$ cat config.mk
export PLATFORM = sky130hd
export DESIGN_NAME = axi_mm2s_bridge_fifo
export DESIGN_NICKNAME = d
export VERILOG_FILES = /design/src/rtl/axi_mm2s_bridge_fifo.sv
export SDC_FILE = /design/constraint.sdc
export NUM_CORES = 2
export LEC_CHECK = 0
export CORE_MARGIN = 4
export CORE_UTILIZATION = 59
export CTS_CLUSTER_SIZE = 16
export DETAILED_ROUTE_END_ITERATION = 6
export PLACE_DENSITY = 0.84
export SETUP_SLACK_MARGIN = 0.2
export SYNTH_ARGS = -nofsm -noshare
export SYNTH_HDL_FRONTEND = slang
export SYNTH_SLANG_ARGS = --single-unit
$ cat constraint.sdc
create_clock -name S_AXI_ACLK -period 23.8 [get_ports S_AXI_ACLK]
set_input_delay 4.76 -clock S_AXI_ACLK [delete_from_list [all_inputs] [get_ports S_AXI_ACLK]]
set_output_delay 4.76 -clock S_AXI_ACLK [all_outputs]
set_load 0.05 [all_outputs]
$ cat src/rtl/axi_mm2s_bridge_fifo.sv
//==============================================================================
// axi_mm2s_bridge_fifo : AXI4 write slave -> AXI4-Stream master through a FWFT FIFO
// Optional status outputs when AXI_MM2S_STATUS_EN is defined.  Rev 1.0
//==============================================================================
`default_nettype none

module axi_mm2s_bridge_fifo #(
  parameter int C_S_AXI_DATA_WIDTH = 128,
  parameter int C_S_AXI_ADDR_WIDTH = 32,
  parameter int C_FIFO_DEPTH       = 16,
  parameter int C_MAX_OUTSTANDING  = 8,
  parameter int C_TLAST_MODE       = 0
) (
  input  logic                              S_AXI_ACLK,
  input  logic                              S_AXI_ARESETN,
  // write address
  input  logic [C_S_AXI_ADDR_WIDTH-1:0]     S_AXI_AWADDR,
  input  logic [7:0]                        S_AXI_AWLEN,
  input  logic [2:0]                        S_AXI_AWSIZE,
  input  logic [1:0]                        S_AXI_AWBURST,
  input  logic [0:0]                        S_AXI_AWLOCK,
  input  logic [3:0]                        S_AXI_AWCACHE,
  input  logic [2:0]                        S_AXI_AWPROT,
  input  logic                              S_AXI_AWVALID,
  output logic                              S_AXI_AWREADY,
  // write data / response
  input  logic [C_S_AXI_DATA_WIDTH-1:0]     S_AXI_WDATA,
  input  logic [C_S_AXI_DATA_WIDTH/8-1:0]   S_AXI_WSTRB,
  input  logic                              S_AXI_WLAST,
  input  logic                              S_AXI_WVALID,
  output logic                              S_AXI_WREADY,
  output logic [1:0]                        S_AXI_BRESP,
  output logic                              S_AXI_BVALID,
  input  logic                              S_AXI_BREADY,
  // read address / data
  input  logic [C_S_AXI_ADDR_WIDTH-1:0]     S_AXI_ARADDR,
  input  logic [7:0]                        S_AXI_ARLEN,
  input  logic [2:0]                        S_AXI_ARSIZE,
  input  logic [1:0]                        S_AXI_ARBURST,
  input  logic [0:0]                        S_AXI_ARLOCK,
  input  logic [3:0]                        S_AXI_ARCACHE,
  input  logic [2:0]                        S_AXI_ARPROT,
  input  logic                              S_AXI_ARVALID,
  output logic                              S_AXI_ARREADY,
  output logic [C_S_AXI_DATA_WIDTH-1:0]     S_AXI_RDATA,
  output logic [1:0]                        S_AXI_RRESP,
  output logic                              S_AXI_RLAST,
  output logic                              S_AXI_RVALID,
  input  logic                              S_AXI_RREADY,
  // stream out
  output logic [C_S_AXI_DATA_WIDTH-1:0]     M_AXIS_TDATA,
  output logic [C_S_AXI_DATA_WIDTH/8-1:0]   M_AXIS_TKEEP,
  output logic                              M_AXIS_TLAST,
  output logic                              M_AXIS_TVALID,
  input  logic                              M_AXIS_TREADY
`ifdef AXI_MM2S_STATUS_EN
  ,
  output logic [$clog2(C_FIFO_DEPTH):0]     STATUS_LEVEL,
  output logic [31:0]                       STATUS_BURSTS
`endif
);

  localparam int DW     = C_S_AXI_DATA_WIDTH;
  localparam int STRB_W = C_S_AXI_DATA_WIDTH / 8;
  localparam int EW     = DW + STRB_W + 1;
  localparam int CW     = $clog2(C_MAX_OUTSTANDING + 1);
  localparam int PW     = $clog2(C_FIFO_DEPTH);

  localparam logic [CW-1:0] MAX_OUT = CW'(C_MAX_OUTSTANDING);
  localparam logic [PW:0]   DEPTH_L = (PW+1)'(C_FIFO_DEPTH);

  // ---------------------------------------------------------------------------
  // Handshakes and burst bookkeeping
  // ---------------------------------------------------------------------------
  logic w_aw_hs, w_w_hs, w_wlast_hs, w_b_hs, w_pop;
  logic w_full, w_empty;

  logic [CW-1:0] out_q,   out_d;
  logic [CW-1:0] open_q,  open_d;
  logic [CW-1:0] bpend_q, bpend_d;

  assign S_AXI_AWREADY = (out_q < MAX_OUT);
  assign S_AXI_WREADY  = !w_full && (open_q != '0);
  assign S_AXI_BVALID  = (bpend_q != '0);
  assign S_AXI_BRESP   = 2'b00;

  assign w_aw_hs    = S_AXI_AWVALID && S_AXI_AWREADY;
  assign w_w_hs     = S_AXI_WVALID && S_AXI_WREADY;
  assign w_wlast_hs = w_w_hs && S_AXI_WLAST;
  assign w_b_hs     = S_AXI_BVALID && S_AXI_BREADY;
  assign w_pop      = M_AXIS_TVALID && M_AXIS_TREADY;

  always_comb begin
    out_d   = out_q;
    open_d  = open_q;
    bpend_d = bpend_q;
    if (w_aw_hs && !w_b_hs)      out_d = out_q + CW'(1);
    else if (!w_aw_hs && w_b_hs) out_d = out_q - CW'(1);
    if (w_aw_hs && !w_wlast_hs)      open_d = open_q + CW'(1);
    else if (!w_aw_hs && w_wlast_hs) open_d = open_q - CW'(1);
    if (w_wlast_hs && !w_b_hs)      bpend_d = bpend_q + CW'(1);
    else if (!w_wlast_hs && w_b_hs) bpend_d = bpend_q - CW'(1);
  end

  always_ff @(posedge S_AXI_ACLK or negedge S_AXI_ARESETN) begin
    if (!S_AXI_ARESETN) begin
      out_q   <= '0;
      open_q  <= '0;
      bpend_q <= '0;
    end else begin
      out_q   <= out_d;
      open_q  <= open_d;
      bpend_q <= bpend_d;
    end
  end

  // ---------------------------------------------------------------------------
  // First-word-fall-through FIFO; pointers carry one wrap bit
  // ---------------------------------------------------------------------------
  logic [EW-1:0] mem_q [C_FIFO_DEPTH];
  logic [PW:0]   wr_q, rd_q, w_level;
  logic [EW-1:0] w_head;

  assign w_level = wr_q - rd_q;
  assign w_full  = (w_level == DEPTH_L);
  assign w_empty = (w_level == '0);
  assign w_head  = mem_q[rd_q[PW-1:0]];

  always_ff @(posedge S_AXI_ACLK or negedge S_AXI_ARESETN) begin
    if (!S_AXI_ARESETN) begin
      wr_q <= '0;
      rd_q <= '0;
    end else begin
      if (w_w_hs) wr_q <= wr_q + (PW+1)'(1);
      if (w_pop)  rd_q <= rd_q + (PW+1)'(1);
    end
  end

  // Storage is not reset; the head is masked whenever the FIFO is empty.
  always_ff @(posedge S_AXI_ACLK) begin
    if (w_w_hs) mem_q[wr_q[PW-1:0]] <= {S_AXI_WDATA, S_AXI_WSTRB, S_AXI_WLAST};
  end

  assign M_AXIS_TVALID = !w_empty;
  assign M_AXIS_TDATA  = w_empty ? '0 : w_head[EW-1 -: DW];
  assign M_AXIS_TKEEP  = w_empty ? '0 : w_head[STRB_W:1];

  generate
    if (C_TLAST_MODE == 1) begin : g_tlast_copy
      assign M_AXIS_TLAST = !w_empty && w_head[0];
    end else begin : g_tlast_zero
      assign M_AXIS_TLAST = 1'b0;
    end
  endgenerate

  // ---------------------------------------------------------------------------
  // Read responder: returns zero data for the requested number of beats
  // ---------------------------------------------------------------------------
  typedef enum logic [0:0] {
    RD_IDLE  = 1'b0,
    RD_BURST = 1'b1
  } rd_state_e;

  rd_state_e  rd_state_q, rd_state_d;
  logic [8:0] beats_q, beats_d;

  always_ff @(posedge S_AXI_ACLK or negedge S_AXI_ARESETN) begin
    if (!S_AXI_ARESETN) begin
      rd_state_q <= RD_IDLE;
      beats_q    <= '0;
    end else begin
      rd_state_q <= rd_state_d;
      beats_q    <= beats_d;
    end
  end

  always_comb begin
    rd_state_d    = rd_state_q;
    beats_d       = beats_q;
    S_AXI_ARREADY = 1'b0;
    S_AXI_RVALID  = 1'b0;
    S_AXI_RLAST   = 1'b0;
    case (rd_state_q)
      RD_IDLE: begin
        S_AXI_ARREADY = 1'b1;
        if (S_AXI_ARVALID) begin
          beats_d    = {1'b0, S_AXI_ARLEN} + 9'd1;
          rd_state_d = RD_BURST;
        end
      end
      RD_BURST: begin
        S_AXI_RVALID = 1'b1;
        S_AXI_RLAST  = (beats_q == 9'd1);
        if (S_AXI_RREADY) begin
          beats_d = beats_q - 9'd1;
          if (beats_q == 9'd1) rd_state_d = RD_IDLE;
        end
      end
      default: rd_state_d = RD_IDLE;
    endcase
  end

  assign S_AXI_RDATA = '0;
  assign S_AXI_RRESP = 2'b00;

`ifdef AXI_MM2S_STATUS_EN
  logic [31:0] bursts_q;

  always_ff @(posedge S_AXI_ACLK or negedge S_AXI_ARESETN) begin
    if (!S_AXI_ARESETN) bursts_q <= '0;
    else if (w_b_hs)    bursts_q <= bursts_q + 32'd1;
  end

  assign STATUS_LEVEL  = w_level;
  assign STATUS_BURSTS = bursts_q;
`endif

  // Address-channel attributes only take part in the handshake.
  logic unused_ok;
  assign unused_ok = ^{S_AXI_AWADDR, S_AXI_AWLEN, S_AXI_AWSIZE, S_AXI_AWBURST,
                       S_AXI_AWLOCK, S_AXI_AWCACHE, S_AXI_AWPROT,
                       S_AXI_ARADDR, S_AXI_ARSIZE, S_AXI_ARBURST,
                       S_AXI_ARLOCK, S_AXI_ARCACHE, S_AXI_ARPROT, w_head[0]};

endmodule

`default_nettype wire

### Word level (Yosys, flattened, before mapping)

Memories as Yosys holds them, arrays and structs flattened.
Index checks and enable logic that the tools add are counted.

* bits in registers: 32
* bits in writable memories: 2320
* bits of input ports: 259
* output and inout bits: 284
* logic and storage cells: 69
* memories: 1

* add/sub/neg operators: 11
* magnitude comparators: 1
* eq/ne operators: 4
* muxes and demuxes: 20
* bitwise gates (word level): 1
* reduce and logical (&&, ||, !) cells: 24

Memory list
* mem_q: words 16, bits a word 145, rd ports 1, clocked after Yosys merged registers in 0, wr ports 1, RTL line 120 `logic [EW-1:0] mem_q [C_FIFO_DEPTH];`

Operator list (count)
* 128-bit two-way mux: 1
* 4-bit two-way mux: 6
* 9-bit two-way mux: 2
* 9-bit one-hot mux with 2 select lines: 1
* 16-bit two-way mux: 1
* 4-bit by 1-bit adder with 4-bit output (second input constant): 3
* 1-bit logical AND: 12
* 4-bit by 1-bit subtractor with 4-bit output (second input constant): 3
* 5-bit by 1-bit adder with 5-bit output (second input constant): 2
* 8-bit by 1-bit adder with 9-bit output (second input constant): 1
* 9-bit by 1-bit equality test with 1-bit output (second input constant): 1
* 9-bit by 1-bit subtractor with 9-bit output (second input constant): 1
* 1-bit two-way mux: 8
* 4-bit nonzero test: 2
* 2-bit nonzero test: 3
* 5-bit equality test (second input constant): 1
* 1-bit zero test: 5
* 5-bit zero test: 1
* 5-bit subtractor: 1
* 4-bit less-than comparator (second input constant): 1
* 2-bit inequality test (second input constant): 2
* 1-bit one-hot mux with 2 select lines: 1
* 2-bit AND reduction: 1
* 1-bit NOT: 1

### Logic depth before layout (Yosys ltp)

* word-level depth: 10
* depth in mapped cells: 19
* depth with buffers taken out: 16

### Worst setup path before layout

Ideal clock, no wire load.

* kind: input to register
* start point: input S_AXI_WVALID
* end point: memory mem_q[8][100] (netlist name) (enable)
* library setup time: 1.052 ns
* arrival: 19.501 ns
* data required time: 22.748 ns
* path slack: 3.247 ns
* stages on the path: 2
* buffers on the path: 0
* path through: nand2_1 -> nor4b_1

* longest elaborated chain between the ends: 3

Ends and longest elaborated chain
* start, declared: RTL line 30 `input logic S_AXI_WVALID,`
* 1-bit logical AND: RTL line 88 `assign w_w_hs = S_AXI_WVALID && S_AXI_WREADY;`
* 1-bit two-way mux: RTL line 141 `if (w_w_hs) mem_q[wr_q[PW-1:0]] <= {S_AXI_WDATA, S_AXI_WSTRB, S_AXI_WLAST};`
* 1-bit two-way mux (implied by the code): RTL line 141
* end, declared: RTL line 120

No other way between the ends.

### Worst setup path in the final report

* start point: register rd_q[0]
* end point: output M_AXIS_TDATA[15]

* longest elaborated chain between the ends: 3
* elaborated cells on any way between the ends: 4
* those cells by class: add/sub (1); mux (1); reduce/logical (1); memory (1)

Ends and longest elaborated chain
* start, declared: RTL line 121 `logic [PW:0] wr_q, rd_q, w_level;`
* start signal, assigned: RTL line 135 `if (w_pop) rd_q <= rd_q + (PW+1)'(1);`
* 5-bit subtractor: RTL line 124 `assign w_level = wr_q - rd_q;`
* 5-bit zero test: RTL line 126 `assign w_empty = (w_level == '0);`
* 128-bit two-way mux *: RTL line 145 `assign M_AXIS_TDATA = w_empty ? '0 : w_head[EW-1 -: DW];`
* end, declared: RTL line 51 `output logic [C_S_AXI_DATA_WIDTH-1:0] M_AXIS_TDATA,`

Mark *: on every way between the ends. The rest lies on a longest branch, timed or not.

==> metrics <==
min-delay worst type=flip-flop to flip-flop; Rel. slew slack=0.142; PortBufs=311; max_cap viols=0; Max Root-Sink Buffers=3; sequential fraction of the synthesis area=0.768; VDD IR max=0.190 mV; Yosys Warn Count=0; Critical Setup Path Class=flip-flop to output pin; pwr/cell area=135 mW/mm^2; gr ovfl total=0; GP Congestion=0.752; min Tclk post-route=11.29 ns; Place WS=13.27 ns; CP Launch Type=flip-flop; worst endpoint required time=19.04 ns; clock slew at reported path FFs=0.06 ns; total negative slack=0 ns; Post-CTS Resized=0; final hold vios=0; R2R Path Start=rd_q[1]; Hold Crit Start=bpend_q[3]; Setup Fix Bufs, Post-CTS=0; Vias/cell=6.58; die area=0.161 sq mm; synthesized instance count=4199; RSZ-0062 raised after global routing=no; number of buffers created by CTS=219; final wirelength=221 mm; H-Tree Level Count=4; Starting Density=0.597; DIE HEIGHT=401 um; Rows=143; CP endpoint kind=output pin; setup violators final=0; hold buffer count at CTS=0; Leak Pwr=33.2 nW; Routed Antenna Nets=0; clk sinks=2336; commonest non-fill, non-tap cells in the layout=2304 x edfxtp_1, 576 x mux4_2, 311 x clkdlybuf4s50_1; Die W=401 um; Post-route DRC=0; Cell Area, Synth=0.0911 sq mm; Arr. time, crit path=6.53 ns; Yosys reg bits=2336; GRT Util Overall=0.276; CP max FO=114; placed cell count=6385; Layout fillers=9122; status=complete, no violations; Avg Synthesized Cell Area=21.7 sq um; initial drt markers=5969; global-route wire length before repair=324 mm; drt pass-1 iters=6; Layout Skew=0.0374 ns; Finished Layout Cells=6810; max-slew violations=0; Final Cycle Share=0.474; share of layout cells above drive strength 1=0.207; actual transition at the worst max-transition pin=1.29 ns; synth unique cells=51; vias in the first global route=46.8k; Area Growth Syn to Fin=12.9%; dpl hpwl=103 mm; final setup margin=12.51 ns; CTS tree=built; Boundary Pins=543; Reg2Reg Setup Slack=17.33 ns; FMAX=88.6 MHz; WL per Instance=32.4 um; largest net degree at the start of global routing=138; Final #Nets=4859; core area=0.153 sq mm; latest clock arrival within the worst-skew pair=0.85 ns; Setup crit start=rd_q[0]; most common cell after layout, fill and taps aside=edfxtp_1; clk root buf=clkbuf_16; Vias=44.8k; total power=13.9 mW; initial antenna violation count=31
Yosys cell counts (all sizes together):
library cell,number,area [sq um]
and3,146,913
o211ai,1,12.5
nor2b,3,21.3
a21oi,10,50.1
or2,2,12.5
mux4,576,13000
o22ai,1,6.26
nor4,9,56.3
a31oi,1,6.26
or4,1,7.51
nand4,3,18.8
and2,1,6.26
nor3,12,60.1
nand3,8,40.0
nand2,310,1160
buf,271,1870
fa,3,60.1
or3,1,6.26
mux2,5,60.1
nor3b,2,25.0
o21ai,14,70.1
edfxtp,2304,69200
inv,15,56.3
a21o,4,30.0
and4,1,8.76
xor2,14,123
clkinv,1,3.75
nor2,13,48.8
mux2i,145,1450
nand2b,1,6.26
ha,21,263
clkbuf,93,349
a211o,1,8.76
and3b,1,8.76
a211oi,144,1080
a311o,1,10.0
nor4b,3,26.3
dfrtp,32,801
a2111oi,1,27.5
conb,1,3.75
xnor2,23,209
logic make-up (layout without fill, tap and decap cells):
family	count (synthesis)	count (layout)	share of synthesized area
other	1	156	0.0000411
AND/OR/NAND/NOR	517	517	0.0267
buffers and inverters	380	806	0.0251
XOR/XNOR	37	37	0.00364
adder cells (fa/ha/maj)	24	24	0.00354
AO/OA/AOI/OAI	178	178	0.0143
flip-flops	2336	2336	0.768
multiplexers	726	726	0.159
final cells by class:
type                            count  area [sq um]  share of cell area
Clock inverter                    140          1210              0.0118
Multi-Input combinational cell   1615         19500               0.189
Clock buffer                      262          5640              0.0548
Antenna cell                       23          57.6            0.000560
Timing Repair Buffer              388          3870              0.0376
Tap cell                         2030          2540              0.0247
Inverter                           16          77.6            0.000754
Sequential cell                  2336         70000               0.681
metrics by stage:
stage,hold WS (ns),util,instance area [sq um]
after floorplan,0.435,-,91600
after global placement,0.455,0.628,96000
after detailed placement,0.473,0.628,96000
after CTS,0.487,0.673,103000
after global routing,0.500,0.673,103000
final,0.483,0.673,103000
worst paths after layout:
check,to,depth (start not counted)
hold reg to reg,bpend_q[3],1
hold / removal,bpend_q[3],1
min in group asynchronous,beats_q[7],2
setup / recovery,M_AXIS_TDATA[15],8
max in group asynchronous,rd_q[0],2
setup reg to reg,mem_q[3][128],11
report_power, final:
part / switching [mW] / leakage, nW / internal (mW)
combinational: 3.38 / 8.74 / 1.96
clock: 1.53 / 3.31 / 1.81
sequential: 0.179 / 21.2 / 4.99
per-layer routing:
metal  share of wire  GRT usage  up-vias
met5         0.00043          0        -
met1            0.35      0.364    23400
li1                -          -    17900
met4           0.033      0.101       12
met2            0.52      0.467     3066
met3            0.10     0.0524      423
worst max-delay path, stage by stage (launching register included):
cell	delay [ns]
dfrtp_4	0.78
buf_12	0.58
buf_12	0.64
buf_4	0.93
mux4_2	0.38
nand2_1	0.05
and3_1	0.23
a211oi_1	0.67
clkdlybuf4s50_1	0.94
registers in the layout, summed over array words and instances, names as in the netlist:
name,count
out_q,4
bpend_q,4
wr_q,5
rd_q,5
rd_state_q,1
beats_q,9
mem_q,2304
open_q,4
No activity file was read; power rests on OpenSTA's default activity.
